### src/rtl/mips_defs.sv
// mips_defs: shared ALU opcode, MIPS opcode/funct encodings and ID/EX register layout.
package mips_defs;
  localparam logic [3:0] OP_AND   = 4'b0000;
  localparam logic [3:0] OP_OR    = 4'b0001;
  localparam logic [3:0] OP_ADD   = 4'b0010;
  localparam logic [3:0] OP_PASSB = 4'b0011;
  localparam logic [3:0] OP_SLLV  = 4'b0100;
  localparam logic [3:0] OP_SRLV  = 4'b0101;
  localparam logic [3:0] OP_SUB   = 4'b0110;
  localparam logic [3:0] OP_SRA   = 4'b0111;
  localparam logic [3:0] OP_SRAV  = 4'b1000;
  localparam logic [3:0] OP_XOR   = 4'b1001;
  localparam logic [3:0] OP_NOR   = 4'b1010;
  localparam logic [3:0] OP_SLT   = 4'b1011;
  localparam logic [3:0] OP_SLTU  = 4'b1100;
  localparam logic [3:0] OP_SLL   = 4'b1101;
  localparam logic [3:0] OP_SRL   = 4'b1110;
  localparam logic [3:0] NOP_OP   = OP_PASSB;

  localparam logic [5:0] OPC_RTYPE = 6'h00;
  localparam logic [5:0] OPC_BEQ   = 6'h04;
  localparam logic [5:0] OPC_BNE   = 6'h05;
  localparam logic [5:0] OPC_ADDI  = 6'h08;
  localparam logic [5:0] OPC_ADDIU = 6'h09;
  localparam logic [5:0] OPC_SLTI  = 6'h0A;
  localparam logic [5:0] OPC_SLTIU = 6'h0B;
  localparam logic [5:0] OPC_ANDI  = 6'h0C;
  localparam logic [5:0] OPC_ORI   = 6'h0D;
  localparam logic [5:0] OPC_XORI  = 6'h0E;
  localparam logic [5:0] OPC_LUI   = 6'h0F;
  localparam logic [5:0] OPC_LW    = 6'h23;
  localparam logic [5:0] OPC_SW    = 6'h2B;

  localparam logic [5:0] FN_SLL  = 6'h00;
  localparam logic [5:0] FN_SRL  = 6'h02;
  localparam logic [5:0] FN_SRA  = 6'h03;
  localparam logic [5:0] FN_SLLV = 6'h04;
  localparam logic [5:0] FN_SRLV = 6'h06;
  localparam logic [5:0] FN_SRAV = 6'h07;
  localparam logic [5:0] FN_ADD  = 6'h20;
  localparam logic [5:0] FN_ADDU = 6'h21;
  localparam logic [5:0] FN_SUB  = 6'h22;
  localparam logic [5:0] FN_SUBU = 6'h23;
  localparam logic [5:0] FN_AND  = 6'h24;
  localparam logic [5:0] FN_OR   = 6'h25;
  localparam logic [5:0] FN_XOR  = 6'h26;
  localparam logic [5:0] FN_NOR  = 6'h27;
  localparam logic [5:0] FN_SLT  = 6'h2A;
  localparam logic [5:0] FN_SLTU = 6'h2B;

  typedef enum logic [1:0] {IMM_SEXT, IMM_ZEXT, IMM_LUI} imm_sel_t;

  typedef struct packed {
    logic        valid;
    logic [31:0] a;
    logic [31:0] b;
    logic [3:0]  op;
    logic [4:0]  s;
    logic        wr_en;
    logic [4:0]  wr_reg;
    logic        illegal;
  } ex_reg_t;

  localparam ex_reg_t EX_BUBBLE = '{valid: 1'b0, a: '0, b: '0, op: NOP_OP, s: '0,
                                    wr_en: 1'b0, wr_reg: '0, illegal: 1'b0};
  localparam ex_reg_t EX_ILLEGAL = '{valid: 1'b1, a: '0, b: '0, op: NOP_OP, s: '0,
                                     wr_en: 1'b0, wr_reg: '0, illegal: 1'b1};
endpackage

### src/rtl/alu_op_decode.sv
// alu_op_decode: combinational map from instruction word to ALU op, shamt, operand-B select and destination.
module alu_op_decode
  import mips_defs::*;
(
  input  logic [31:0] i_instr,
  output logic [3:0]  o_op,
  output logic [4:0]  o_s,
  output imm_sel_t    o_imm_sel,
  output logic        o_b_sel,
  output logic        o_wr_en,
  output logic [4:0]  o_wr_reg,
  output logic        o_illegal
);
  logic [5:0] w_opc;
  logic [5:0] w_fn;
  logic [4:0] w_dst;
  logic       w_wr;
  logic       w_unused_rs;
  assign w_opc       = i_instr[31:26];
  assign w_fn        = i_instr[5:0];
  assign w_unused_rs = ^i_instr[25:21];
  always_comb begin
    o_op      = NOP_OP;
    o_s       = '0;
    o_imm_sel = IMM_SEXT;
    o_b_sel   = 1'b1;
    o_illegal = 1'b0;
    w_dst     = i_instr[20:16];
    w_wr      = 1'b1;
    case (w_opc)
      OPC_RTYPE: begin
        o_b_sel = 1'b0;
        w_dst   = i_instr[15:11];
        case (w_fn)
          FN_SLL:          begin o_op = OP_SLL; o_s = i_instr[10:6]; end
          FN_SRL:          begin o_op = OP_SRL; o_s = i_instr[10:6]; end
          FN_SRA:          begin o_op = OP_SRA; o_s = i_instr[10:6]; end
          FN_SLLV:         o_op = OP_SLLV;
          FN_SRLV:         o_op = OP_SRLV;
          FN_SRAV:         o_op = OP_SRAV;
          FN_ADD, FN_ADDU: o_op = OP_ADD;
          FN_SUB, FN_SUBU: o_op = OP_SUB;
          FN_AND:          o_op = OP_AND;
          FN_OR:           o_op = OP_OR;
          FN_XOR:          o_op = OP_XOR;
          FN_NOR:          o_op = OP_NOR;
          FN_SLT:          o_op = OP_SLT;
          FN_SLTU:         o_op = OP_SLTU;
          default:         o_illegal = 1'b1;
        endcase
      end
      OPC_ADDI, OPC_ADDIU, OPC_LW: o_op = OP_ADD;
      OPC_SW:                      begin o_op = OP_ADD; w_wr = 1'b0; end
      OPC_SLTI:                    o_op = OP_SLT;
      OPC_SLTIU:                   o_op = OP_SLTU;
      OPC_ANDI:                    begin o_op = OP_AND; o_imm_sel = IMM_ZEXT; end
      OPC_ORI:                     begin o_op = OP_OR;  o_imm_sel = IMM_ZEXT; end
      OPC_XORI:                    begin o_op = OP_XOR; o_imm_sel = IMM_ZEXT; end
      OPC_LUI:                     begin o_op = OP_PASSB; o_imm_sel = IMM_LUI; end
      OPC_BEQ, OPC_BNE:            begin o_op = OP_SUB; o_b_sel = 1'b0; w_wr = 1'b0; end
      default:                     o_illegal = 1'b1;
    endcase
  end
  // Reserved encodings collapse to bubble values; writes to $0 are suppressed.
  assign o_wr_reg = o_illegal ? '0 : w_dst;
  assign o_wr_en  = w_wr & ~o_illegal & (w_dst != '0);
endmodule

### src/rtl/alu_issue_stage.sv
// alu_issue_stage: ID/EX boundary - decodes the ID instruction and registers the ALU operand/opcode bundle.
module alu_issue_stage
  import mips_defs::*;
(
  input  logic        clk,
  input  logic        reset,
  input  logic        id_valid,
  input  logic [31:0] id_instr,
  input  logic [31:0] id_rs_data,
  input  logic [31:0] id_rt_data,
  input  logic        stall,
  input  logic        flush,
  output logic        ex_valid,
  output logic [31:0] ex_A,
  output logic [31:0] ex_B,
  output logic [3:0]  ex_Op,
  output logic [4:0]  ex_s,
  output logic        ex_wr_en,
  output logic [4:0]  ex_wr_reg,
  output logic        ex_illegal
);
  logic [3:0]  w_op;
  logic [4:0]  w_s;
  imm_sel_t    w_imm_sel;
  logic        w_b_sel;
  logic        w_wr_en;
  logic [4:0]  w_wr_reg;
  logic        w_illegal;
  logic [15:0] w_imm;
  logic [31:0] w_imm_ext;
  logic [31:0] w_a;
  logic [31:0] w_b;
  ex_reg_t     w_load;
  ex_reg_t     w_next;
  ex_reg_t     r_ex;

  alu_op_decode u_dec (
    .i_instr   (id_instr),
    .o_op      (w_op),
    .o_s       (w_s),
    .o_imm_sel (w_imm_sel),
    .o_b_sel   (w_b_sel),
    .o_wr_en   (w_wr_en),
    .o_wr_reg  (w_wr_reg),
    .o_illegal (w_illegal)
  );

  assign w_imm     = id_instr[15:0];
  assign w_imm_ext = (w_imm_sel == IMM_ZEXT) ? {16'h0, w_imm} :
                     (w_imm_sel == IMM_LUI)  ? {w_imm, 16'h0} : {{16{w_imm[15]}}, w_imm};
  assign w_a       = (w_imm_sel == IMM_LUI) ? '0 : id_rs_data;
  assign w_b       = w_b_sel ? w_imm_ext : id_rt_data;
  assign w_load    = w_illegal ? EX_ILLEGAL :
                     '{valid: 1'b1, a: w_a, b: w_b, op: w_op, s: w_s,
                       wr_en: w_wr_en, wr_reg: w_wr_reg, illegal: 1'b0};
  // Flush wins over stall so a squashed instruction never lingers in EX.
  assign w_next    = flush ? EX_BUBBLE : stall ? r_ex : id_valid ? w_load : EX_BUBBLE;

  always_ff @(posedge clk or posedge reset)
    if (reset) r_ex <= EX_BUBBLE;
    else       r_ex <= w_next;

  assign ex_valid   = r_ex.valid;
  assign ex_A       = r_ex.a;
  assign ex_B       = r_ex.b;
  assign ex_Op      = r_ex.op;
  assign ex_s       = r_ex.s;
  assign ex_wr_en   = r_ex.wr_en;
  assign ex_wr_reg  = r_ex.wr_reg;
  assign ex_illegal = r_ex.illegal;
endmodule

### config.mk
export PLATFORM = sky130hd
export DESIGN_NAME = alu_issue_stage
export DESIGN_NICKNAME = d
export VERILOG_FILES = /design/src/rtl/mips_defs.sv /design/src/rtl/alu_op_decode.sv /design/src/rtl/alu_issue_stage.sv
export SDC_FILE = /design/constraint.sdc
export NUM_CORES = 1
export LEC_CHECK = 0
export ABC_AREA = 1
export CORE_MARGIN = 3
export CORE_UTILIZATION = 32
export CTS_BUF_LIST = sky130_fd_sc_hd__clkbuf_4
export DETAILED_ROUTE_END_ITERATION = 10
export PLACE_DENSITY = 0.66
export RECOVER_POWER = 100
export SLEW_MARGIN = 0
export SYNTH_ARGS = -nofsm -noshare
export SYNTH_HDL_FRONTEND = slang
export SYNTH_SLANG_ARGS = --single-unit
### constraint.sdc
create_clock -name clk -period 6.45 [get_ports clk]
set_input_delay 1.29 -clock clk [delete_from_list [all_inputs] [get_ports clk]]
set_output_delay 1.29 -clock clk [all_outputs]
set_load 0.005 [all_outputs]
# Yosys cells after proc, flatten, opt, wreduce, memory -nomap -nowiden
# Index checks and enable logic that the tools add are counted.
[word_totals]
register_bits = 81
elab_cells = 71
output_inout_bits = 81
[classes]
bitwise = 3
eq_ne = 30
mux = 17
reduce_logical = 13
[op_table]
columns = ["operator", "count"]
rows = [
  ["$mux 81", 3],
  ["$mux 32", 3],
  ["$mux 80", 1],
  ["$eq 6x6->1 const B", 12],
  ["$pmux 4 s14", 1],
  ["$eq 6x4->1 const B", 8],
  ["$pmux 4 s8", 1],
  ["$mux 31", 1],
  ["$eq 6x3->1 const B", 5],
  ["$reduce_or 16->1", 1],
  ["$mux 5", 3],
  ["$eq 6x2->1 const B", 2],
  ["$logic_not 6->1", 2],
  ["$reduce_or 12->1", 1],
  ["$reduce_or 3->1", 4],
  ["$reduce_or 2->1", 3],
  ["$reduce_bool 5->1", 1],
  ["$pmux 2 s2", 1],
  ["$reduce_or 4->1", 1],
  ["$and 1x1->1", 2],
  ["$eq 2x1->1 const B", 1],
  ["$eq 2x2->1 const B", 1],
  ["$mux 1", 2],
  ["$ne 2x1->1 const B", 1],
  ["2 further kinds", 2],
]

# Depth between registers and ports, before layout
# Gate-level depths: netlist of the first run.
[logic_depth]
word_depth = 11
ltp_mapped = 12
ltp_nobuf = 12

# Hierarchy
# Synthesis of the first run repeated with hierarchy kept, for this count alone.
[hier_totals]
cells_unflattened = 642
area_unflattened_um2 = 4460.5
[by_module_without_submodules]
columns = ["module", "instances", "area_per_inst_um2", "seq_area_each_um2", "cells_each"]
rows = [
  ["alu_issue_stage", 1, 3738.6, 2029.4, 490],
  ["alu_op_decode", 1, 721.9, 0.0, 152],
]

# Worst setup path before layout of the first run
# OpenSTA, ideal clock, no wires.
[synth_path]
path_type = "input to register"
from = "input port id_instr[29]"
to = "register r_ex, in the netlist ex_wr_reg[0]"
path_buffers = 1
setup_time_ns = 0.127
path_stages = 9
arrival_time_ns = 2.401
slack_ns = 3.922
path_cell_list = "nor2_2 > nand3_2 > inv_2 > nand3_2 > nor2_8 > nor2_8 > nand2_8 > buf_6 > o21ai_2"
[synth_between]
elab_chain_len = 7
elab_cells_between_ends = 20
cone_classes = "eq/ne: 12; mux: 6; reduce/logical: 2"
[synth_lines]
columns = ["item", "line_no", "rtl"]
rows = [
  ["start: declaration", "alu_issue_stage.sv:8", "input logic [31:0] id_instr,"],
  ["$eq 6x4->1 (tied with other cells)", "alu_op_decode.sv:30", "case (w_opc)"],
  ["$reduce_or 12->1 (no source line)", "n/a", ""],
  ["$pmux 1 s2", "alu_op_decode.sv:30", ""],
  ["$mux 80 *", "alu_issue_stage.sv:53", "assign w_load = w_illegal ? EX_ILLEGAL :"],
  ["$mux 81 * (3 in a row)", "alu_issue_stage.sv:57", "assign w_next = flush ? EX_BUBBLE : stall ? r_ex : id_valid ? w_load : EX_BUBBLE;"],
  ["end signal: assignment", "alu_issue_stage.sv:61", "else r_ex <= w_next;"],
  ["end: declaration", "alu_issue_stage.sv:35", "ex_reg_t r_ex;"],
]
# Every way passes the cells marked *; elsewhere a longest branch is shown, timed or not. The select of a mux whose other input is x is not followed.
# A chain may end at the register's enable or synchronous reset.

# Final worst setup path of the first run
[layout_path]
from = "input port id_instr[31]"
to = "register r_ex, in the netlist ex_B[5]"
[layout_between]
elab_chain_len = 11
elab_cells_between_ends = 27
cone_classes = "eq/ne: 14; mux: 9; reduce/logical: 4"
[layout_lines]
columns = ["item", "line_no", "rtl"]
rows = [
  ["$eq 6x4->1", "alu_op_decode.sv:30", ""],
  ["$reduce_or 3->1 (no source line)", "n/a", ""],
  ["$pmux 2 s2", "alu_op_decode.sv:30", ""],
  ["$eq 2x2->1", "alu_issue_stage.sv:50", "(w_imm_sel == IMM_LUI) ? {w_imm, 16'h0} : {{16{w_imm[15]}}, w_imm};"],
  ["$mux 31", "alu_issue_stage.sv:50", ""],
  ["$mux 32", "alu_issue_stage.sv:49", "assign w_imm_ext = (w_imm_sel == IMM_ZEXT) ? {16'h0, w_imm} :"],
  ["$mux 32", "alu_issue_stage.sv:52", "assign w_b = w_b_sel ? w_imm_ext : id_rt_data;"],
  ["$mux 80 *", "alu_issue_stage.sv:53", ""],
  ["$mux 81 * (3 in a row)", "alu_issue_stage.sv:57", ""],
]
# Marks and branches as above.

==> results of run 1 <==
[kinds of logic after synthesis]
group	synth area share
DFF	0.455
and+or+nand+nor	0.286
AOI/OAI and AO/OA	0.193
buffers and inverters	0.0664
[critical path: stages]
cell             delay, ns
clkdlybuf4s50_1       0.42
nor2_1                0.57
nand3_1               0.67
nand2_1               0.76
inv_1                 0.69
o21ai_0               0.33
o21ai_0               0.16
o21ai_2               0.18
[how the worst min path moves through the flow]
| stage | slack, ns | startpoint | to | cells after the start |
|---|---|---|---|---|
| 6_report | 0.49 | ex_B[12] | ex_B[12] | 2 |
| 5_1_grt | 0.51 | ex_B[30] | ex_B[30] | 2 |
| 2_1_floorplan | 0.47 | ex_s[0] | ex_s[0] | 2 |
| 3_5_place_dp | 0.47 | ex_A[13] | ex_A[13] | 2 |
| 4_1_cts | 0.50 | ex_A[13] | ex_A[13] | 2 |
| 3_3_place_gp | 0.46 | ex_s[2] | ex_s[2] | 2 |
[layer usage]
layer	global-route usage	share of wire	routed length (um)	vias to the layer above
met5	0	0	0	-
met4	0.0541	0.012	174	0
met3	0.0354	0.066	945	11
met2	0.314	0.50	7130	163
met1	0.234	0.42	6090	2077
li1	-	-	-	2172
[report_power, final]
part	total, mW	switching [mW]	internal [mW]
Combinational	0.169	0.0872	0.0815
Clock	0.381	0.182	0.199
Sequential	0.518	0.00363	0.515
Total	1.07	0.273	0.795
[cell usage after synthesis (5+ instances only)]
cell,instances
dfrtp_1,79
o2111ai_1,7
nand3_1,25
o41ai_1,5
inv_1,30
nor2_1,24
o21ai_2,50
clkbuf_1,19
inv_2,8
nand4_1,9
o21ai_0,49
nor2_2,8
buf_6,5
nand2_1,210
[cell type report]
type	count	area (sq um)
Multi-Input combinational cell	412	1980
Antenna cell	1	2.50
Clock inverter	6	106
Clock buffer	10	75.1
Timing Repair Buffer	179	1780
Fill cell	1399	7100
Sequential cell	81	2030
Tap cell	176	220
Inverter	39	148
[stage by stage]
stage          area (sq um)  utilization
2_1_floorplan          4460            -
3_3_place_gp           6330        0.470
3_5_place_dp           6330        0.470
4_1_cts                6510        0.484
5_1_grt                6350        0.472
6_report               6350        0.472
[cell usage in the layout, fill, tap and decap left out, types with 4 or more instances in the layout]
cell type / count
o21ai_2: 22
nand2_1: 212
o21ai_0: 77
nor2_2: 7
o41ai_1: 5
nand3_1: 27
inv_2: 5
clkdlybuf4s50_1: 94
dlygate4sd3_1: 82
inv_1: 32
clkbuf_4: 10
dfrtp_1: 79
nand4_1: 9
a22oi_1: 4
nor2_1: 27
o2111ai_1: 7
==> summary.md, run 1 <==
| Metric | Value |
|---|---|
| Latest clock arrival within the worst-skew pair | around 0.42 ns |
| Count of final setup violators | 0 |
| Y dimension of the die | 124 um |
| Die width | approximately 120 um |
| First drt pass iteration count | 5 |
| Vias in the first global route | about 4,200 |
| Clock buffer depth | 2 |
| Final Slew Violations | 29 |
| Portion of synthesized cell area occupied by the leading cell type | 0.443 |
| Initial antenna violation count | 1 |
| Kind of capture point of the worst setup path | register |
| Final setup margin | 1.71 ns |
| Post-layout power | 1.07 mW |
| Static Leak | ~3.2 nW |
| Peak supply drop | between 100 and 150 uV |
| Setup repair after global routing missed its margin | no |
| Pre-CTS setup slack | 2.43 ns |
| #FFs+latches synth | 81 |
| Post-synth ARST share | 1.00 |
| Global-route total usage across every layer | 0.183 |
| Actual transition at the worst max-transition pin | around 1.9 ns |
| Clock skew after layout | 0 ns |
| Global-route wire length before repair | between 20,000 and 25,000 um |
| Top post-synthesis cells by area | dfrtp_1 (44%), nand2_1 (18%), o21ai_2 (9.8%), o21ai_0 (5.5%), nand3_1 (2.8%) |
| First-iteration detailed-routing DRC count | 324 |
| Setup TNS | 0 ns |
| Initial core utilization | 0.332 |
| Seq/Total Area, Yosys | 0.455 |
| Clock transition at the register clock pins on the worst setup and hold paths after CTS | 0.13 ns |
| Status | complete, but fails checks |
| Required time reported for the critical path endpoint | around 7 ns |
| Number of cells on the worst reg-to-reg path | 2 |
| Launching element of the worst setup path | id_instr[31] |
| Syn Area/Cell | 7.97 sq um |
| Number of setup buffers added after CTS | 0 |
| Resize count post-CTS | 0 |
| Synthesis-to-layout area growth | 42.2% |
| Count of antenna-violating nets left after detailed routing | 0 |
| Clock Tree Root | clkbuf_4 |
| Top cell type by total area after synthesis | dfrtp_1 |
| Synth warn | 0 |
| Synthesized netlist net count | roughly 660 |
| Maximum frequency from static timing analysis | 0.211 GHz |
| TritonCTS clock tree | done |
| Number of buffers inserted during clock tree synthesis | 9 |
| Count of flip-flops with a built-in enable after synthesis | 0 |
| Fraction of final layout cells with drive strength greater than 1 | 0.0853 |
| WP data arrival | around 5.1 ns |
| Die outline area | roughly 15,000 sq um |
| Wirelength, routed | approximately 14,000 um |
| Std-Cell Core Area | between 10,000 and 15,000 sq um |
| Biggest fanout along the worst timing path | 44 |
| Worst reg2reg path endpoint | ex_Op[1] |
| Maximum number of pins on one net before global-route repair | 82 |
| Capturing element of the worst setup path | ex_B[5] |
| Weighted congestion at the end of routability-driven global placement | between 0.9 and 1 |
| Startpoint Class | input pin |
| WL/cell | ~16 um |
| Origin of the critical flop-to-flop path | ex_Op[1] |
| WHS | ~0.5 ns |
| Minimum clock period | approximately 4.7 ns |
| Clock tree sinks | between 80 and 90 |
| Most common flop cell mapped by yosys | dfrtp_1 |
| Register-to-Register Setup Slack | approximately 5.7 ns |
| Final hold vios | 0 |
| Level count of the clock H-tree | 3 |
| Buffers added on ports | around 180 |
| Half-perimeter wire length after placement | between 10,000 and 15,000 um |
| Instance count of the mapped netlist | 560 |
| Vias post-DR | around 4,400 |
| Post-route clock period utilization | 0.735 |
| Layout Nets | between 800 and 900 |
| Worst Hold Class | register to register |
| Failing checks | max-capacitance violations, max-slew violations |
| Path type of the worst setup path | input pin to register |
| Aggregate global routing overflow | 0 |
| Avg Vias per Cell | ~4.9 |
| Row count | 42 |
| Hold bufs inserted after CTS | 0 |
| Mapped cell area | ~4500 sq um |
| Max cap viols | 1 |
| Count of unique library cells instantiated by Yosys | 32 |
| Non-filler cells in the finished layout | 904 |
| Number of instances in the placed design | just under 900 |
| Max_slew headroom | -0.280 |
| PwrDens | around 170 nW/um^2 |
| # DRC | 0 |
| Io pins | 182 |
Note: power is estimated with default switching activity, not from simulation.
==> inputs of run 2 (changes only) <==
--- a/config.mk
+++ b/config.mk
@@ -10,7 +10,7 @@
 export CORE_UTILIZATION = 32
 export CTS_BUF_LIST = sky130_fd_sc_hd__clkbuf_4
 export DETAILED_ROUTE_END_ITERATION = 10
-export PLACE_DENSITY = 0.66
+export PLACE_DENSITY = 0.69
 export RECOVER_POWER = 100
 export SLEW_MARGIN = 0
 export SYNTH_ARGS = -nofsm -noshare
==> constraint.sdc (replaced) <==
create_clock -name clk -period 3.9 [get_ports clk]
set_input_delay 0.78 -clock clk [delete_from_list [all_inputs] [get_ports clk]]
set_output_delay 0.78 -clock clk [all_outputs]
set_load 0.005 [all_outputs]
==> run 2 against run 1 <==
Compared with the run above:
- the flow now finishes without violations
- largest power group unchanged
- design area is 0.16% higher
- highest routed layer unchanged
- worst setup slack worse by 0.89 ns
- final cell count is 0.66% higher
- combinational power is 66% higher
- first-iteration DRC count is 2.8% higher
- hold slack worse by 0.0025 ns
- sequential cell count stayed put
- routed wire length is 1.9% higher
- via count is 0.97% lower
- critical path type unchanged
==> summary.md, run 2 (same netlist as run 1, synthesis figures left out) <==
| Metric | Value |
|---|---|
| Latest clock arrival within the worst-skew pair | around 0.46 ns |
| Post-route clock period utilization | 0.789 |
| WP data arrival | 3.47 ns |
| Post-layout power | about 1.8 mW |
| PwrDens | about 280 nW/um^2 |
| Maximum number of pins on one net before global-route repair | 53 |
| Clock buffer depth | 2 |
| Startpoint Class | input pin |
| Worst Hold Class | register to register |
| Clock tree sinks | between 80 and 90 |
| Initial antenna violation count | 0 |
| Clock skew after layout | 0 ns |
| Half-perimeter wire length after placement | 10,900 um |
| Final hold vios | 0 |
| Most common cell after layout, fill and taps aside | nand2_1 |
| Avg Vias per Cell | between 4 and 5 |
| Max cap viols | 0 |
| Final Slew Violations | 0 |
| Aggregate global routing overflow | 0 |
| Wirelength, routed | between 10,000 and 15,000 um |
| First-iteration detailed-routing DRC count | between 300 and 400 |
| Io pins | 182 |
| Resize count post-CTS | 0 |
| Level count of the clock H-tree | 3 |
| Total internal power | around 1.3 mW |
| Commonest non-fill, non-tap cells in the layout | nand2_1 (211), o21ai_0 (98), clkdlybuf4s50_1 (94), dlygate4sd3_1 (82), dfrtp_1 (79) |
| Actual transition at the worst max-transition pin | ~1.4 ns |
| Clock Tree Root | clkbuf_4 |
| Std-Cell Core Area | about 13,000 sq um |
| Cell Area, Placed | 6370 sq um |
| Count of antenna-violating nets left after detailed routing | 0 |
| Post-layout instance area | between 6000 and 7000 sq um |
| Setup TNS | 0 ns |
| Die width | about 120 um |
| Switching share of power | 0.264 |
| Final-layout fill cell count | 1,414 |
| Number of setup buffers added after CTS | 0 |
| Die outline area | ~15,000 sq um |
| TritonCTS clock tree | done |
| Kind of capture point of the worst setup path | register |
| Maximum frequency from static timing analysis | 0.325 GHz |
| Layout Nets | just over 800 |
| Weighted congestion at the end of routability-driven global placement | 0.888 |
| Relative contribution of combinational cells to total power | 0.156 |
| Status | finished clean |
| First drt pass iteration count | 5 |
| Max_slew headroom | 0.0452 |
| Clock transition at the register clock pins on the worst setup and hold paths after CTS | 0.13 ns |
| Global-route total usage across every layer | 0.188 |
| Minimum clock period | around 3.1 ns |
| Number of buffers inserted during clock tree synthesis | 9 |
| Hold bufs inserted after CTS | 0 |
| Required time reported for the critical path endpoint | about 4.3 ns |
| Path type of the worst setup path | input pin to register |
| Setup repair after global routing missed its margin | no |
| Global-route wire length before repair | 22,400 um |
| Static Leak | 3.23 nW |
| Biggest fanout along the worst timing path | 14 |
| Synthesis-to-layout area growth | 42.4% |
| Clock power frac | 0.368 |
| Peak supply drop | roughly 140 uV |
| WL/cell | around 16 um |
| Vias in the first global route | approximately 4,400 |
| Y dimension of the die | approximately 120 um |
| Count of final setup violators | 0 |
| Initial core utilization | 0.332 |
| Vias post-DR | ~4,400 |
| Buffers added on ports | approximately 180 |
| Sequential share of power | 0.477 |
| Net Switching | approximately 480 uW |
| Row count | 42 |
| # DRC | 0 |
| Fraction of final layout cells with drive strength greater than 1 | 0.0709 |
run 2: worst paths after layout:
check | from | to | slack, ns | cells past startpoint
max in group asynchronous | reset | ex_B[14] | 1.03 | 3
min in group asynchronous | reset | ex_A[16] | 1.02 | 2
min | ex_B[27] | ex_B[27] | 0.49 | 2
max reg2reg | ex_Op[0] | ex_Op[0] | 3.10 | 2
max | id_instr[31] | ex_B[27] | 0.82 | 10
min reg2reg | ex_B[27] | ex_B[27] | 0.49 | 2
run 2: per-layer routing:
layer	track usage	wire length, um
met1	0.246	6380
met2	0.311	6990
met3	0.0268	841
met4	0.0801	398
met5	0	0
run 2: area by class of cell:
class | count | area (sq um) | share of cell area
clock buffer | 10 | 75.1 | 0.0118
antenna | 1 | 2.50 | 0.000394
inverter | 39 | 148 | 0.0232
clock inverter | 6 | 115 | 0.0181
multi-input combinational | 412 | 1950 | 0.306
sequential | 81 | 2030 | 0.319
timing repair buffer | 185 | 1820 | 0.287
tap | 176 | 220 | 0.0346
run 2: critical path: stages:
cell and delay, ns:
dlygate4sd3_1 0.56, nor2_2 0.38, nand3_1 0.55, nand2_2 0.23
inv_1 0.07, nand2_1 0.11, nor2_4 0.07, nor3_4 0.50
nand2_1 0.12, nand2_1 0.09
run 2: metrics by stage:
| stage | utilization | hold slack, ns | worst slack, ns | std cells |
|---|---|---|---|---|
| 2_1_floorplan | - | 0.470 | 1.04 | 560 |
| 3_3_place_gp | 0.474 | 0.465 | 0.633 | 893 |
| 3_5_place_dp | 0.474 | 0.465 | 0.598 | 893 |
| 4_1_cts | 0.488 | 0.501 | 1.09 | 909 |
| 5_1_grt | 0.472 | 0.515 | 0.591 | 909 |
| 6_report | 0.473 | 0.489 | 0.824 | 910 |
run 2: power groups by stage:
stage | Combinational (mW) | Sequential [mW] | Clock [mW]
after floorplan | 0.133 | 0.874 | 0
after global placement | 0.300 | 0.873 | 0
after detailed placement | 0.302 | 0.874 | 0
after CTS | 0.304 | 0.858 | 0.675
after global routing | 0.310 | 0.859 | 0.715
final | 0.280 | 0.857 | 0.661
